[src/rtl/capture_pkg.sv]
// capture_pkg: FSM state encoding and default widths shared by the capture_ring block.
package capture_pkg;

   typedef enum logic [2:0] {
      IDLE,
      PRE,
      ARMED,
      POST,
      DONE
   } cap_state_t;

   localparam int CAP_DW_DEF      = 16;
   localparam int CAP_FIX_DLY_DEF = 3;

endpackage

[src/rtl/capture_dly_line.sv]
// capture_dly_line: shift-register delay of a valid/data pair by FIX_DLY+trig_dly cycles.
// Only the valid column is reset, so stale data behind a reset can never be presented as valid.
module capture_dly_line
   import capture_pkg::*;
#(
   parameter int DW      = CAP_DW_DEF,
   parameter int FIX_DLY = CAP_FIX_DLY_DEF,
   parameter int DLY_AW  = 4
) (
   input  logic              core_clk,
   input  logic              core_rst_n,
   input  logic [DLY_AW-1:0] trig_dly,
   input  logic              src_vld,
   input  logic [DW-1:0]     src_data,
   output logic              dly_vld,
   output logic [DW-1:0]     dly_data
);

   localparam int MAXD = FIX_DLY + (1 << DLY_AW) - 1;
   localparam int TW   = $clog2(MAXD);

   logic [MAXD-1:0] vld_sr;
   logic [DW-1:0]   data_sr [MAXD];
   logic [TW-1:0]   tap;

   // Tap k of the shift register holds the input as it was k+1 cycles ago.
   assign tap = TW'(FIX_DLY - 1) + TW'(trig_dly);

   always_ff @(posedge core_clk or negedge core_rst_n) begin
      if (!core_rst_n) begin
         vld_sr <= '0;
      end else begin
         vld_sr <= {vld_sr[MAXD-2:0], src_vld};
      end
   end

   always_ff @(posedge core_clk) begin
      data_sr[0] <= src_data;
      for (int i = 1; i < MAXD; i++) begin
         data_sr[i] <= data_sr[i-1];
      end
   end

   assign dly_vld  = vld_sr[tap];
   assign dly_data = data_sr[tap];

endmodule

[src/rtl/capture_ring.sv]
// capture_ring: delays the sample stream to trigger latency, runs the pre/post-trigger ring FSM and
// reports trigger position and SDRAM start address. Define CAPTURE_OVF_EN for capture_ready/capture_ovf.
module capture_ring
   import capture_pkg::*;
#(
   parameter int DW      = CAP_DW_DEF,
   parameter int AW      = 32,
   parameter int FIX_DLY = CAP_FIX_DLY_DEF,
   parameter int DLY_AW  = 4
) (
   input  logic              core_clk,
   input  logic              core_rst_n,
   input  logic              sample_en,
   input  logic [AW-1:0]     sample_depth,
   input  logic [AW-1:0]     trig_pos,
   input  logic              trig_en,
   input  logic [DLY_AW-1:0] trig_dly,
   input  logic              sample_valid,
   input  logic [DW-1:0]     sample_data,
   input  logic              trig_hit,
`ifdef CAPTURE_OVF_EN
   input  logic              capture_ready,
   output logic              capture_ovf,
`endif
   output logic              capture_valid,
   output logic [DW-1:0]     capture_data,
   output logic              capture_done,
   output logic [AW-1:0]     trig_real_pos,
   output logic [AW-1:0]     sd_saddr
);

   localparam logic [AW-1:0] ONE              = AW'(1);
   localparam logic [AW-1:0] BYTES_PER_SAMPLE = AW'(DW / 8);

   function automatic logic [AW-1:0] sat_trig_pos(input logic [AW-1:0] pos,
                                                  input logic [AW-1:0] depth);
      return (pos >= depth) ? depth - ONE : pos;
   endfunction

   function automatic logic [AW-1:0] wrap_inc(input logic [AW-1:0] idx,
                                              input logic [AW-1:0] depth);
      return (idx == depth - ONE) ? '0 : idx + ONE;
   endfunction

   cap_state_t    state, state_n;
   logic          sample_en_q, en_rise;
   logic          vld_p0;
   logic [DW-1:0] data_p0;
   logic [AW-1:0] tpe, post_len, arm_idx, pre_inc, post_inc;
   logic [AW-1:0] wr_idx, wr_idx_n, pre_cnt, pre_cnt_n, post_cnt, post_cnt_n;
   logic [AW-1:0] start_idx, start_idx_n, trp_n, saddr_n;
   logic          done_n, active, trig_now, take_trig, from_pre;

   // Stage p0: sample stream delayed to line up with trig_hit
   capture_dly_line #(
      .DW      (DW),
      .FIX_DLY (FIX_DLY),
      .DLY_AW  (DLY_AW)
   ) u_dly (
      .core_clk   (core_clk),
      .core_rst_n (core_rst_n),
      .trig_dly   (trig_dly),
      .src_vld    (sample_valid),
      .src_data   (sample_data),
      .dly_vld    (vld_p0),
      .dly_data   (data_p0)
   );

   assign tpe      = sat_trig_pos(trig_pos, sample_depth);
   assign post_len = sample_depth - tpe;
   assign pre_inc  = pre_cnt + ONE;
   assign post_inc = post_cnt + ONE;
   assign en_rise  = sample_en & ~sample_en_q;
   assign active   = (state == PRE) || (state == ARMED) || (state == POST);
   assign trig_now = vld_p0 & (trig_hit | ~trig_en);
   // Oldest pre-trigger slot, taken modulo depth without forming wr_idx + depth.
   assign arm_idx  = (wr_idx >= tpe) ? wr_idx - tpe : sample_depth - (tpe - wr_idx);

   always_comb begin
      state_n     = state;
      wr_idx_n    = wr_idx;
      pre_cnt_n   = pre_cnt;
      post_cnt_n  = post_cnt;
      start_idx_n = start_idx;
      trp_n       = trig_real_pos;
      saddr_n     = sd_saddr;
      done_n      = 1'b0;
      take_trig   = 1'b0;
      from_pre    = 1'b0;

      case (state)
         IDLE: begin
            if (en_rise) begin
               wr_idx_n    = '0;
               pre_cnt_n   = '0;
               post_cnt_n  = '0;
               start_idx_n = '0;
               trp_n       = '0;
               saddr_n     = '0;
               state_n     = (tpe == '0) ? ARMED : PRE;
            end
         end
         PRE: begin
            if (vld_p0) begin
               wr_idx_n = wrap_inc(wr_idx, sample_depth);
               if (pre_inc == tpe) begin
                  // The completing sample arms first; a coincident trigger is seen as ARMED.
                  pre_cnt_n = pre_inc;
                  state_n   = ARMED;
                  take_trig = trig_now;
               end else if (trig_now) begin
                  take_trig = 1'b1;
                  from_pre  = 1'b1;
               end else begin
                  pre_cnt_n = pre_inc;
               end
            end
         end
         ARMED: begin
            if (vld_p0) begin
               wr_idx_n  = wrap_inc(wr_idx, sample_depth);
               take_trig = trig_now;
            end
         end
         POST: begin
            if (vld_p0) begin
               wr_idx_n   = wrap_inc(wr_idx, sample_depth);
               post_cnt_n = post_inc;
               if (post_inc == post_len) begin
                  state_n = DONE;
                  done_n  = 1'b1;
                  saddr_n = start_idx * BYTES_PER_SAMPLE;
               end
            end
         end
         DONE: begin
            state_n = IDLE;
         end
         default: begin
            state_n = IDLE;
         end
      endcase

      // The trigger sample is the first post-trigger sample.
      if (take_trig) begin
         trp_n       = from_pre ? pre_cnt : tpe;
         start_idx_n = from_pre ? '0 : arm_idx;
         post_cnt_n  = ONE;
         if (post_len == ONE) begin
            state_n = DONE;
            done_n  = 1'b1;
            saddr_n = start_idx_n * BYTES_PER_SAMPLE;
         end else begin
            state_n = POST;
         end
      end

      if ((state != IDLE) && !sample_en) begin
         state_n = IDLE;
         done_n  = 1'b0;
         trp_n   = trig_real_pos;
         saddr_n = sd_saddr;
      end
   end

   always_ff @(posedge core_clk or negedge core_rst_n) begin
      if (!core_rst_n) begin
         state         <= IDLE;
         sample_en_q   <= 1'b0;
         wr_idx        <= '0;
         pre_cnt       <= '0;
         post_cnt      <= '0;
         start_idx     <= '0;
         trig_real_pos <= '0;
         sd_saddr      <= '0;
         capture_done  <= 1'b0;
      end else begin
         state         <= state_n;
         sample_en_q   <= sample_en;
         wr_idx        <= wr_idx_n;
         pre_cnt       <= pre_cnt_n;
         post_cnt      <= post_cnt_n;
         start_idx     <= start_idx_n;
         trig_real_pos <= trp_n;
         sd_saddr      <= saddr_n;
         capture_done  <= done_n;
      end
   end

   // Stage p1: registered capture output toward the memory path
   always_ff @(posedge core_clk or negedge core_rst_n) begin
      if (!core_rst_n) begin
         capture_valid <= 1'b0;
         capture_data  <= '0;
      end else begin
         capture_valid <= vld_p0 & active;
         if (vld_p0 & active) begin
            capture_data <= data_p0;
         end
      end
   end

`ifdef CAPTURE_OVF_EN
   always_ff @(posedge core_clk or negedge core_rst_n) begin
      if (!core_rst_n) begin
         capture_ovf <= 1'b0;
      end else if (en_rise) begin
         capture_ovf <= 1'b0;
      end else if (capture_valid & ~capture_ready) begin
         capture_ovf <= 1'b1;
      end
   end
`endif

endmodule

[config.mk]
export PLATFORM = sky130hd
export DESIGN_NAME = capture_ring
export DESIGN_NICKNAME = d
export VERILOG_FILES = /design/src/rtl/capture_pkg.sv /design/src/rtl/capture_dly_line.sv /design/src/rtl/capture_ring.sv
export SDC_FILE = /design/constraint.sdc
export NUM_CORES = 1
export LEC_CHECK = 0
export ABC_AREA = 1
export BUFFER_PORTS_ARGS = -buffer_cell sky130_fd_sc_hd__buf_2
export CAP_MARGIN = 25
export CORE_MARGIN = 5
export CORE_UTILIZATION = 30
export CTS_CLUSTER_DIAMETER = 60
export DETAILED_ROUTE_END_ITERATION = 10
export RECOVER_POWER = 50
export REMOVE_ABC_BUFFERS = 1
export SYNTH_ARGS = -nofsm -noshare
export SYNTH_HDL_FRONTEND = slang
export SYNTH_SLANG_ARGS = --single-unit
[constraint.sdc]
create_clock -name core_clk -period 10.2 [get_ports core_clk]
set_input_delay 1.53 -clock core_clk [delete_from_list [all_inputs] [get_ports core_clk]]
set_output_delay 1.53 -clock core_clk [all_outputs]
set_load 0.05 [all_outputs]
==> impl_metrics.toml, run 1 <==
[finish]
drive_above_1_share = 0.120
fill_cells = 11000
final_cell_mix = "1179 x nand2_1, 449 x inv_1, 365 x nor2_1"
finalNonFillerCells = 5961
syn_to_final_growth_pct = 14.2
nets = 4731
final_common_cell = "nand2_1"

[critical_path]
timing.rr.end = "sd_saddr[20]"
cp_common_cell = "nand2_1"
ff2ff_path_depth = 27
slowest_delay_ns = 0.39
arrival_ns = 7.94
r2r_slack_ns = 4.33
cp_top_family = "compound AO/OA/AOI/OAI gates"
path_max_fanout = 31
rr_startpoint = "pre_cnt[0]"
critPathLaunchType = "input pin"
path_class = "input pin to flop"
cp.required_ns = 10.79
cp_slowest_cell = "buf_4"
cp.buffers_inverters = 5
critPathLaunch = "sample_depth[25]"
worst-path-stages = 38
end_kind = "flop"

[place]
hpwlAfterDp_um = 88700
dp_slack_ns = 2.24
gp_congestion = 0.997
dp.cells = 5841
portBuffers = 171

[synth]
ys_ff_latch = 519
synth_area_sq_um = 31200
synth-compound-area-share = 0.123
synth_top_family_by_area = "simple AND/OR/NAND/NOR gates"
synth-simple-area-share = 0.324
yosys_warnings = 0
muxShareOfSynthArea = 0.00144
synth_seq_area_share = 0.370
synth_cells = 4392
synth_edf_count = 0
synth_async_sr_flop_share = 0.445
synth_fa_ha_area_frac = 0.0485
synth_xor_area_frac = 0.0525
synth_area_per_cell_sq_um = 7.11
synthFlopType = "dfxtp_1"
synth.distinct_cells = 68

[clock_tree]
cts-root-buf = "clkbuf_16"
tritoncts = "done"
path_clk_slew_ns = 0.07
numCtsBuffers = 59
cts_sinks = 519
cts-resized-gates = 0
clk_path_buf_depth = 3
clk_latency_ns = 0.67
htree_num_levels = 2
hold_buffers = 0
postCtsSetupBuffers = 0

[route]
drt.antenna.violating_nets = 0
dr.pass1.iters = 6
routedWlPerCell_um = 19.4
initialDrtViolationCount = 2847
num_vias = 30200
vias_per_cell = 5.07
remaining_drc_errors = 0
wirelength_um = 116000

[timing]
setup_violations = 0
fin_tns_setup_ns = 0
hold_viol = 0
slew_violations = 114
fin_skew_ns = 0.0343
slew_headroom = -3.55
setup_ws_ns = 2.85
tightest_slew_ns = 6.83
period_minus_slack_ns = 7.35
rsz0062_at_grt = "false"
fmax_mhz = 136
fin_crit_sh = 0.721

[job]
cap_violations = 1

[min_path]
hold_end = "u_dly.data_sr[12][15]"
hp-start = "u_dly.data_sr[11][15]"
hold_path.class = "flop to flop"
hold_depth = 0

[global_routing]
grt_usage = 0.199
grt_pass1_wl_um = 173000
first_global_vias = 28000
grt_max_degree = 114
antenna_found_initial = 15
overflow = 0

[floorplanning]
pin_count = 172
dieWidth_um = 333
initial_core_util = 0.302
die_area_sq_um = 111000
die_h_um = 333
coreArea_sq_um = 103000
placementRows = 118

[power_and_ir_drop]
peakVddDrop_v = 0.000206
p_per_area_nw_per_um2 = 215
leakagePower_uw = 0.0172

[run_status]
violations = "max-capacitance violations, max-slew violations"
status = "finished, violations left"
==> worst max-delay path by stage <==
stage / to
floorplan: pre_cnt[30]
global placement: sd_saddr[30]
detailed placement: sd_saddr[31]
CTS: sd_saddr[31]
global route: wr_idx[19]
finish: sd_saddr[30]
==> layer usage <==
layer | track usage | part of all wire | wire, um | vias to the layer above
met5 | 0 | 0.00011 | 13 | -
met4 | 0.0849 | 0.047 | 5490 | 2
met3 | 0.0417 | 0.076 | 8790 | 213
met2 | 0.304 | 0.43 | 49700 | 1045
met1 | 0.272 | 0.45 | 51700 | 14200
li1 | - | - | - | 14700
==> final cells by class <==
type                    instances  area, sq um  share of cell area
clock inverters                33          379              0.0106
well taps                    1380         1730              0.0484
diodes                          7         17.5            0.000491
flip-flops and latches        519        11500               0.324
multi-input cells            3233        17200               0.483
clock buffers                  78         1670              0.0468
repair buffers                217         1260              0.0353
inverters                     494         1860              0.0521
==> metrics by stage <==
stage / instance area [sq um] / utilization / hold slack [ns] / total power (uW)
3_3_place_gp: 33500 / 0.324 / 0.328 / 5450
6_report: 35700 / 0.345 / 0.327 / 7680
5_1_grt: 35700 / 0.344 / 0.339 / 8080
3_5_place_dp: 33600 / 0.324 / 0.331 / 5480
4_1_cts: 35600 / 0.344 / 0.339 / 7680
2_1_floorplan: 30600 / - / 0.326 / 4360
==> cell usage after synthesis (6+ instances only) <==
cell type	n	area, sq um
a21boi_0	7	52.6
a21oi_1	156	781
a21oi_2	9	78.8
a22o_1	13	114
a31oi_1	7	43.8
buf_2	19	95.1
buf_6	11	124
clkbuf_1	107	402
dfrtp_1	231	5780
dfxtp_1	288	5770
fa_1	7	140
ha_1	110	1380
inv_1	449	1690
inv_2	39	146
nand2_1	1179	4430
nand2_2	63	394
nand2_4	6	67.6
nand3_1	337	1690
nand3_2	21	210
nand3b_1	26	195
nand4_1	92	576
nor2_1	370	1390
nor2_2	29	181
nor2_4	10	113
nor3_1	54	270
nor3_2	7	70.1
nor4_1	32	200
o211ai_1	13	97.6
o21a_1	7	52.6
o21ai_0	274	1370
o21ai_1	6	30.0
o21bai_1	14	105
o221ai_1	35	307
o22ai_1	54	338
o31ai_1	32	240
o32ai_1	6	52.6
or2_2	26	163
xnor2_1	33	289
xor2_1	150	1310
==> cells by family (layout without fill, tap and decap cells) <==
kind of cell    Yosys count  after routing
compound gates          654            654
other cells               0              7
flops                   519            519
xor+xnor                185            185
mux                       4              4
fa+ha+maj               117            117
buf+inv                 640            822
simple gates           2273           2273
==> state kept, by name, summed over array words and instances, names as in the netlist <==
signal,flops
post_cnt,32
capture_done,1
sd_saddr,32
u_dly.data_sr,288
state,3
u_dly.vld_sr,18
start_idx,31
capture_data,16
wr_idx,32
pre_cnt,32
sample_en_q,1
trig_real_pos,32
capture_valid,1
==> power breakdown <==
group | leakage [uW] | total, uW | internal, uW | switching [uW]
logic | 0.0107 | 2990 | 776 | 2220
registers | 0.00552 | 2500 | 2290 | 206
clock network | 0.000991 | 2190 | 1230 | 959
Power figures use the tool's default switching activity.
==> run 2, diff against run 1 <==
- clock period: 10.2 -> 7.2 ns (I/O delays scaled with it)
==> run 2 against run 1 <==
  * The flow still finishes with violations (max-capacitance violations, max-slew violations)
  * Global-route usage grew 0.050 points
  * Sequential cell count is the same
  * Register-to-register slack got worse by 2.3 ns
  * Sequential power rose by 42%
  * Cell count rose by 1.3%
  * Clock power is 44% higher
  * Sequential share of layout area fell by 0.65 points
  * Combinational power rose by 45%
  * Power grew 44%
  * Core utilization rose by 0.71 points
  * Largest cell class unchanged
==> impl_metrics.toml, run 2 (synthesis results as in run 1) <==
[timing]
tightest_slew_ns = 5.09
period_minus_slack_ns = 6.56
fmax_mhz = 152
hold_viol = 0
fin_crit_sh = 0.912
slew_headroom = -2.39
setup_violations = 0
holdWs_ns = 0.341
slew_violations = 104
rsz0062_at_grt = "false"
fin_skew_ns = 0.0812

[critical_path]
path_class = "input pin to flop"
slowest_delay_ns = 0.30
cp_slowest_cell = "ha_1"
path_max_fanout = 13
cp_common_cell = "nand2_1"
end_kind = "flop"
critPathLaunchType = "input pin"
ff2ff_path_depth = 26
cp.required_ns = 7.69
arrival_ns = 7.05

[place]
hpwlAfterDp_um = 89400
portBuffers = 171
dp.cells = 5921
gp_congestion = 0.982
placed_area_sq_um = 34200

[route]
num_vias = 30200
wirelength_um = 116000
dr.pass1.iters = 5
routedWlPerCell_um = 19.2
vias_per_cell = 5.00
initialDrtViolationCount = 2829
drt.antenna.violating_nets = 0
remaining_drc_errors = 0

[clock_tree]
cts_sinks = 519
postCtsSetupBuffers = 0
numCtsBuffers = 60
tritoncts = "done"
htree_num_levels = 2
clk_path_buf_depth = 3
path_clk_slew_ns = 0.06
cts-resized-gates = 0
clk_latency_ns = 0.67
cts-root-buf = "clkbuf_16"
hold_buffers = 0

[global_routing]
antenna_found_initial = 16
grt_util_met1 = 0.274
first_global_vias = 28000
overflow = 0
grt_usage = 0.199
grt_util_met3 = 0.0369
grt_max_degree = 104
grt_pass1_wl_um = 173000
grt.busiest_layer = "met2"
grt_use_met2 = 0.308

[finish]
finalNonFillerCells = 6041
final_cell_mix = "1179 x nand2_1, 449 x inv_1, 365 x nor2_1"
nets = 4813
largest_reg_flops = 288
final_area_sq_um = 36400
top_register = "u_dly.data_sr"
syn_to_final_growth_pct = 16.5
utilization = 0.352
drive_above_1_share = 0.136
final_common_cell = "nand2_1"
fill_cells = 11000

[floorplanning]
die_area_sq_um = 111000
placementRows = 118
initial_core_util = 0.302
dieWidth_um = 333
die_h_um = 333
pin_count = 172
coreArea_sq_um = 103000

[job]
cap_violations = 1

[power_and_ir_drop]
p_per_area_nw_per_um2 = 303
peakVddDrop_v = 0.000282
leakagePower_uw = 0.0177

[run_status]
violations = "max-capacitance violations, max-slew violations"
status = "finished, violations left"

[min_path]
hold_depth = 0
hold_path.class = "flop to flop"
[run 2: cell count changes in the layout (fill, tap and decap cells not counted), sizes merged]
| cell | previous run | this run |
|---|---|---|
| clkdlybuf4s25 | 0 | 1 |
| buf | 212 | 294 |
| diode | 7 | 5 |
| bufinv | 2 | 3 |
| inv | 497 | 498 |
| clkinvlp | 5 | 2 |
[run 2: where the power goes]
| part | internal, uW | switching [uW] |
|---|---|---|
| clock network | 1820 | 1340 |
| logic | 1190 | 3140 |
| registers | 3250 | 290 |
| total | 6250 | 4770 |
[run 2: worst paths after layout]
| check | start | to | slack, ns |
|---|---|---|---|
| max in group asynchronous | core_rst_n | capture_done | 1.81 |
| min reg2reg | u_dly.data_sr[1][8] | u_dly.data_sr[2][8] | 0.34 |
| min | u_dly.data_sr[1][8] | u_dly.data_sr[2][8] | 0.34 |
| min in group asynchronous | core_rst_n | start_idx[18] | 2.54 |
| max reg2reg | pre_cnt[0] | sd_saddr[15] | 2.03 |
| max | sample_depth[31] | sd_saddr[30] | 0.64 |
[run 2: final cells by class]
| class | count | area (sq um) | area share |
|---|---|---|---|
| Antenna cell | 5 | 12.5 | 0.000344 |
| Multi-Input combinational cell | 3233 | 17200 | 0.473 |
| Clock buffer | 80 | 1720 | 0.0472 |
| Tap cell | 1380 | 1730 | 0.0474 |
| Clock inverter | 32 | 378 | 0.0104 |
| Sequential cell | 519 | 11500 | 0.317 |
| Inverter | 494 | 1860 | 0.0511 |
| Timing Repair Buffer | 298 | 1950 | 0.0535 |
[run 2: metrics by stage]
stage	setup TNS [ns]	power, uW	setup slack [ns]
final	0	11000	0.636
after global routing	0	11600	0.0641
after CTS	0	11100	0.607
after detailed placement	0	7870	0.00829
after global placement	0	7850	0.0644
after floorplan	-0.303	6170	-0.0684
[run 2: metal layers]
layer	share of wire	routed length [um]
met2	0.43	50200
met1	0.45	51700
met3	0.072	8330
met4	0.047	5430
met5	0.00035	40
[run 2: critical path, delay by kind of cell]
| kind | cells | cell delay, ns |
|---|---|---|
| compound gates | 9 | 2.04 |
| buf+inv | 6 | 0.69 |
| fa+ha+maj | 3 | 0.83 |
| simple gates | 19 | 2.37 |
